===== src/rtl/rf_arb_pkg.sv =====
// rf_arb_pkg: shared widths and enums for the register-file write-port arbiter
package rf_arb_pkg;
    localparam int DATA_WIDTH     = 32;
    localparam int REG_ADDR_WIDTH = 5;
    typedef enum logic {WB_PRIO, LL_PRIO} rf_arb_state_e;
    typedef enum logic [1:0] {GNT_NONE, GNT_WB, GNT_LL} rf_arb_gnt_e;
endpackage


===== src/rtl/regfile_wr_arbiter.sv =====
// regfile_wr_arbiter: shares the register-file write port between WB (priority) and LL, with starvation guard
//   clk, rst_n                      clock, async active-low reset
//   wb_valid_i/wb_ready_o/addr/data writeback-stage request, ready is combinational
//   ll_valid_i/ll_ready_o/addr/data long-latency return request, ready is combinational
//   rd_write_en_o/rd_addr_o/rd_data_o registered register-file write port
//   ll_forced_o                     high while LL holds forced priority
module regfile_wr_arbiter
    import rf_arb_pkg::*;
#(
    parameter int STARVE_LIMIT = 4
) (
    input  logic                      clk,
    input  logic                      rst_n,
    input  logic                      wb_valid_i,
    output logic                      wb_ready_o,
    input  logic [REG_ADDR_WIDTH-1:0] wb_addr_i,
    input  logic [DATA_WIDTH-1:0]     wb_data_i,
    input  logic                      ll_valid_i,
    output logic                      ll_ready_o,
    input  logic [REG_ADDR_WIDTH-1:0] ll_addr_i,
    input  logic [DATA_WIDTH-1:0]     ll_data_i,
    output logic                      rd_write_en_o,
    output logic [REG_ADDR_WIDTH-1:0] rd_addr_o,
    output logic [DATA_WIDTH-1:0]     rd_data_o,
    output logic                      ll_forced_o
);
    localparam int CNT_W = $clog2(STARVE_LIMIT + 1);

    rf_arb_state_e             state, state_nxt;
    rf_arb_gnt_e               gnt;
    logic [CNT_W-1:0]          starve_cnt, starve_cnt_nxt;
    logic                      denied, starve_hit;
    logic [REG_ADDR_WIDTH-1:0] win_addr;
    logic [DATA_WIDTH-1:0]     win_data;

    always_comb begin
        gnt = !rst_n ? GNT_NONE :
              (state == WB_PRIO && wb_valid_i) ? GNT_WB :
              (ll_valid_i && (state == LL_PRIO || !wb_valid_i)) ? GNT_LL : GNT_NONE;
        // Only denials in WB_PRIO count; LL_PRIO always resets the counter.
        denied         = state == WB_PRIO && ll_valid_i && gnt != GNT_LL;
        starve_hit     = denied && starve_cnt == CNT_W'(STARVE_LIMIT - 1);
        state_nxt      = starve_hit ? LL_PRIO : WB_PRIO;
        starve_cnt_nxt = (denied && !starve_hit) ? starve_cnt + 1'b1 : '0;
        win_addr       = gnt == GNT_LL ? ll_addr_i : wb_addr_i;
        win_data       = gnt == GNT_LL ? ll_data_i : wb_data_i;
    end

    assign wb_ready_o  = gnt == GNT_WB;
    assign ll_ready_o  = gnt == GNT_LL;
    assign ll_forced_o = state == LL_PRIO;

    always_ff @(posedge clk or negedge rst_n) begin
        if (!rst_n) begin
            state         <= WB_PRIO;
            starve_cnt    <= '0;
            rd_write_en_o <= 1'b0;
            rd_addr_o     <= '0;
            rd_data_o     <= '0;
        end else begin
            state         <= state_nxt;
            starve_cnt    <= starve_cnt_nxt;
            // x0 writes are accepted but never reach the register file.
            rd_write_en_o <= gnt != GNT_NONE && win_addr != '0;
            if (gnt != GNT_NONE) begin
                rd_addr_o <= win_addr;
                rd_data_o <= win_data;
            end
        end
    end
endmodule


===== config.mk =====
export PLATFORM = sky130hd
export DESIGN_NAME = regfile_wr_arbiter
export DESIGN_NICKNAME = d
export VERILOG_FILES = /design/src/rtl/rf_arb_pkg.sv /design/src/rtl/regfile_wr_arbiter.sv
export SDC_FILE = /design/constraint.sdc
export NUM_CORES = 1
export LEC_CHECK = 0
export CAP_MARGIN = 20
export CORE_MARGIN = 1
export CORE_UTILIZATION = 32
export CTS_BUF_LIST = sky130_fd_sc_hd__clkbuf_8 sky130_fd_sc_hd__clkbuf_16
export DETAILED_ROUTE_END_ITERATION = 16
export PLACE_DENSITY = 0.77
export SYNTH_ARGS = -nofsm -noshare
export SYNTH_HDL_FRONTEND = slang
export SYNTH_SLANG_ARGS = --single-unit
export TNS_END_PERCENT = 100

===== constraint.sdc =====
create_clock -name clk -period 1.55 [get_ports clk]
set_clock_uncertainty 0.15 [all_clocks]
set_input_delay 0.465 -clock clk [delete_from_list [all_inputs] [get_ports clk]]
set_output_delay 0.465 -clock clk [all_outputs]
set_load 0.05 [all_outputs]

== Yosys cells after proc, flatten, opt, wreduce, memory -nomap -nowiden ==
Cells that the tools add are included.

* Flip-flop bits (word level): 42
* Output and inout port bits: 41

* Add/sub/neg operators: 1
* Equality and inequality tests: 4
* Mux-type cells: 7
* Bitwise operators: 1
* Reductions and logical operators: 12

{| class="wikitable"
|+ Operator list
! kind !! count
|-
| $mux W32 || 1
|-
| $logic_and A1 B1 Y1 || 7
|-
| $mux W2 || 3
|-
| $mux W5 || 1
|-
| $reduce_bool A5 Y1 || 1
|-
| $add A3 B1 Y3 const B || 1
|-
| $eq A3 B2 Y1 const B || 1
|-
| $mux W3 || 1
|-
| $eq A2 B1 Y1 const B || 1
|-
| $eq A2 B2 Y1 const B || 1
|-
| $logic_not A1 Y1 || 2
|-
| $ne A2 B2 Y1 const B || 1
|-
| $reduce_bool A2 Y1 || 1
|-
| $logic_or A1 B1 Y1 || 1
|-
| $mux W1 || 1
|-
| $not A1 Y1 || 1
|}

== Depth between registers and ports, before layout ==
* Depth in word-level cells: 12
* Mapped depth: 6
* Depth with buffers taken out: 5

== Worst setup path after synthesis ==
OpenSTA, ideal clock, no wires.

* Path kind: reg-to-output
* From: register state (netlist: ll_forced_o)
* To: output port ll_ready_o
* Data arrival time: 1.307 ns
* Required time: 0.935 ns
* Slack: -0.372 ns
* Cell stages (with the launch flop): 4
* Cell sequence: dfrtp_1 -> nor2b_4 -> nor2_2 -> buf_2

* Word-level cells in the longest chain between the ends: 6
* Elaborated cells between the ends (all ways): 8
* Those cells by class: eq/ne: 1; mux: 3; bitwise: 1; reduce/logical: 3

{| class="wikitable"
|+ RTL lines
! item !! line !! source
|-
| start, declared || regfile_wr_arbiter.sv:29 || <nowiki>rf_arb_state_e state, state_nxt;</nowiki>
|-
| start signal, assigned || regfile_wr_arbiter.sv:61 || <nowiki>state <= state_nxt;</nowiki>
|-
| $logic_or A1 B1 Y1 || regfile_wr_arbiter.sv:39 || <nowiki>(ll_valid_i && (state == LL_PRIO || !wb_valid_i)) ? GNT_LL : GNT_NONE;</nowiki>
|-
| $logic_and A1 B1 Y1 || regfile_wr_arbiter.sv:39 ||
|-
| $mux W2 || regfile_wr_arbiter.sv:39 ||
|-
| $mux W2 (*) || regfile_wr_arbiter.sv:38 || <nowiki>(state == WB_PRIO && wb_valid_i) ? GNT_WB :</nowiki>
|-
| $mux W2 (*) || regfile_wr_arbiter.sv:37 || <nowiki>gnt = !rst_n ? GNT_NONE :</nowiki>
|-
| $eq A2 B2 Y1 (*) || regfile_wr_arbiter.sv:50 || <nowiki>assign ll_ready_o = gnt == GNT_LL;</nowiki>
|-
| end, declared || regfile_wr_arbiter.sv:19 || <nowiki>output logic ll_ready_o,</nowiki>
|}

Mark *: on every way between the ends. The rest lies on a longest branch, timed or not.

== Worst setup path in the final report ==
Same ends and word-level chain as after synthesis.

==> run summary <==
- min-delay worst type: in -> async
- area enclosed by the die boundary: 5990 um2
- Setup crit end kind: primary output
- share of the synthesized area in the top cell type: 57.8%
- TritonCTS clock tree: built
- Total Routed Length: 6.48 mm
- # nets final: 379
- type of the worst setup path: reg -> out
- fraction of final layout cells sized beyond drive strength 1: 32.3%
- core area: 5510 um2
- number of buffers on the longest clock path: 2
- overall power of the completed layout: 0.00392 W
- most frequent cells in the layout: clkdlybuf4s50_1 (74), buf_12 (47), dfrtp_1 (41), inv_1 (35), a222oi_1 (32)
- post-synthesis cell type with the largest combined area: dfrtp_1
- nets in the synthesized netlist: 234
- Final ANT Viol Nets: 0
- leak pwr: 1.88 nW
- Synth-to-Final Area Change: 122%
- PortBufs: 118
- Synth Register Bits: 42
- most common cell after layout, fill and taps aside: clkdlybuf4s50_1
- clock tree root buffer cell: clkbuf_8
- vias in the first global route: 1933
- type of element launching the critical path: register
- worst setup margin: -298 ps
- H-tree level count: 2
- Setup Slack @ Placement: -627 ps
- final clock period utilization by the worst path: 119%
- worst-path fanout max: 3
- average cell area after synthesis: 11.8 um2
- drt pass-1 iters: 8
- Distinct cells, synth: 20
- IR drop worst, VDD: 0.000562 V
- global routing usage summed across all routing layers: 20.9%
- DRC errors left: 0
- portion of the post-synthesis area used by sequential elements: 57.8%
- effective utilization at floorplan: 33.0%
- combined area of all synthesized cells: 1820 um2
- Rows: 27
- vias: 1906
- number of antenna violations at the first check in global routing: 0
- WL/cell: 17.4 um
- final hold viol count: 0
- max-cap violations: 0
- vias per cell: 5.12
- clock-pin slew on the worst setup and hold paths: 80 ps
- Starting DRT DRC Count: 174
- WP data arrival: 1230 ps
- global-route wire length before repair: 9.69 mm
- worst slew pin tran: 407 ps
- Synth Instances: 154
- die extent in y: 77.4 um
- number of placed I/O pins: 119
- number of max-slew violations in the final report: 0
- maximum achievable frequency: 0.541 GHz
- clock latency of the later-clocked register in the worst-skew pair: 280 ps
- power density over the cells: 972 nW/um2
- hold slack: 91.3 ps
- number of diodes added for antenna fixing: 0
- global placement routability congestion: 0.723
- number of buffers inserted during clock tree synthesis: 5
- unrepaired setup endpoints after global routing: yes
- floorplan die width: 77.4 um
- remaining max-slew budget at the tightest pin: 72.9%
- endpoint required time on the critical path: 930 ps
- final period demand of the worst path: 1850 ps
- Setup Viol. Count Final: 41
- run status: complete, but fails checks
- half-perimeter wire length of the detailed placement result: 4.52 mm
- violations in the final reports: setup timing
- Synth area leaders: dfrtp_1 (58%), a222oi_1 (18%), inv_1 (7.2%), buf_6 (3.1%), mux2i_1 (2.8%)
- maximum number of pins on one net before global-route repair: 32
- count of clock tree sinks: 42
- Synth Warn #: 0
- residual overflow from global routing: 0
==> registers in the layout, summed over array words and instances, names as in the netlist <==
| signal | cells |
|---|---|
| rd_data_o | 32 |
| rd_addr_o | 5 |
| starve_cnt | 3 |
| ll_forced_o | 1 |
| rd_write_en_o | 1 |
==> synthesized netlist by cell type <==
| cell type | count |
|---|---|
| dfrtp_1 | 42 |
| inv_1 | 35 |
| a222oi_1 | 32 |
| buf_2 | 7 |
| nand2_1 | 6 |
| buf_6 | 5 |
| mux2i_1 | 5 |
| nor2_1 | 5 |
| o21ai_1 | 5 |
| ha_1 | 2 |
| a221oi_1 | 1 |
| and2_4 | 1 |
| nor2_2 | 1 |
| nor2b_4 | 1 |
| nor3b_1 | 1 |
| nor4_1 | 1 |
| nor4bb_1 | 1 |
| o21ai_0 | 1 |
| o21ai_2 | 1 |
| or4_1 | 1 |
==> layout make-up <==
class	instances	area [um2]
Timing Repair Buffer	150	2050
Fill cell	368	1480
Sequential cell	42	1050
Multi-Input combinational cell	65	594
Inverter	35	131
Tap cell	72	90.1
Clock buffer	5	68.8
Clock inverter	3	45.0
==> report_power, final <==
part           switching [W]  internal [W]  total [W]
Clock               0.000379      0.000479   0.000858
Combinational       0.000777      0.000897    0.00167
Sequential          0.000155       0.00123    0.00139
Total                0.00131       0.00261    0.00392
==> metal layers <==
layer	wire length [um]	vias up	global-route usage, %
met3	374	4	4.47
li1	-	868	-
met4	27	0	4.15
met5	0	-	0
met1	2530	955	24.2
met2	3540	79	39.4
==> through the flow <==
step / TNS, ps / utilization, % / std cells / instance area (um2)
finish: -4390 / 73.2 / 372 / 4030
CTS: -8190 / 70.5 / 367 / 3880
detailed placement: -24330 / 65.3 / 351 / 3600
global route: -7920 / 73.2 / 372 / 4030
floorplan: -331 / - / 154 / 1830
global placement: -21530 / 65.3 / 351 / 3600
==> path summary, 6_finish.rpt <==
| kind | start | endpoint | slack [ps] | cells past startpoint |
|---|---|---|---|---|
| worst min register to register | starve_cnt[0]$_DFF_PN0_ | starve_cnt[0]$_DFF_PN0_ | 300 | 1 |
| worst min-delay path | rst_n | rd_data_o[30]$_DFFE_PN0P_ | 90 | 3 |
| min in group clk | starve_cnt[0]$_DFF_PN0_ | starve_cnt[0]$_DFF_PN0_ | 300 | 1 |
| worst max register to register | ll_forced_o$_DFF_PN0_ | rd_data_o[20]$_DFFE_PN0P_ | -240 | 7 |
| worst max-delay path | ll_forced_o$_DFF_PN0_ | ll_ready_o | -300 | 4 |
| max in group asynchronous | rst_n | rd_data_o[0]$_DFFE_PN0P_ | 610 | 3 |
==> critical path, cell delays in order (launching register included) <==
cell and delay, ps:
dfrtp_2 440, nor2b_4 190, nor2_4 70, buf_6 120, buf_12 140
==> logic make-up (layout without fill, tap and decap cells) <==
kind of cell | count (synthesis) | after routing | synth area share, %
buffers and inverters | 47 | 193 | 12.3
DFF | 42 | 42 | 57.8
AOI/OAI and AO/OA | 40 | 40 | 20.2
and+or+nand+nor | 18 | 18 | 5.58
muxes | 5 | 5 | 2.75
adders and majority gates | 2 | 2 | 1.38
==> what timing repair did <==
item | CTS | global route
endpoints found under the hold margin | 4 | 0
cloned | 2 | 3
hold buffers | 1 | 0
endpoints found under the setup margin | 42 | 45
resized for setup | 18 | 25
setup buffers | 5 | 4
pin swaps | 3 | 10
Power figures use the tool's default switching activity.
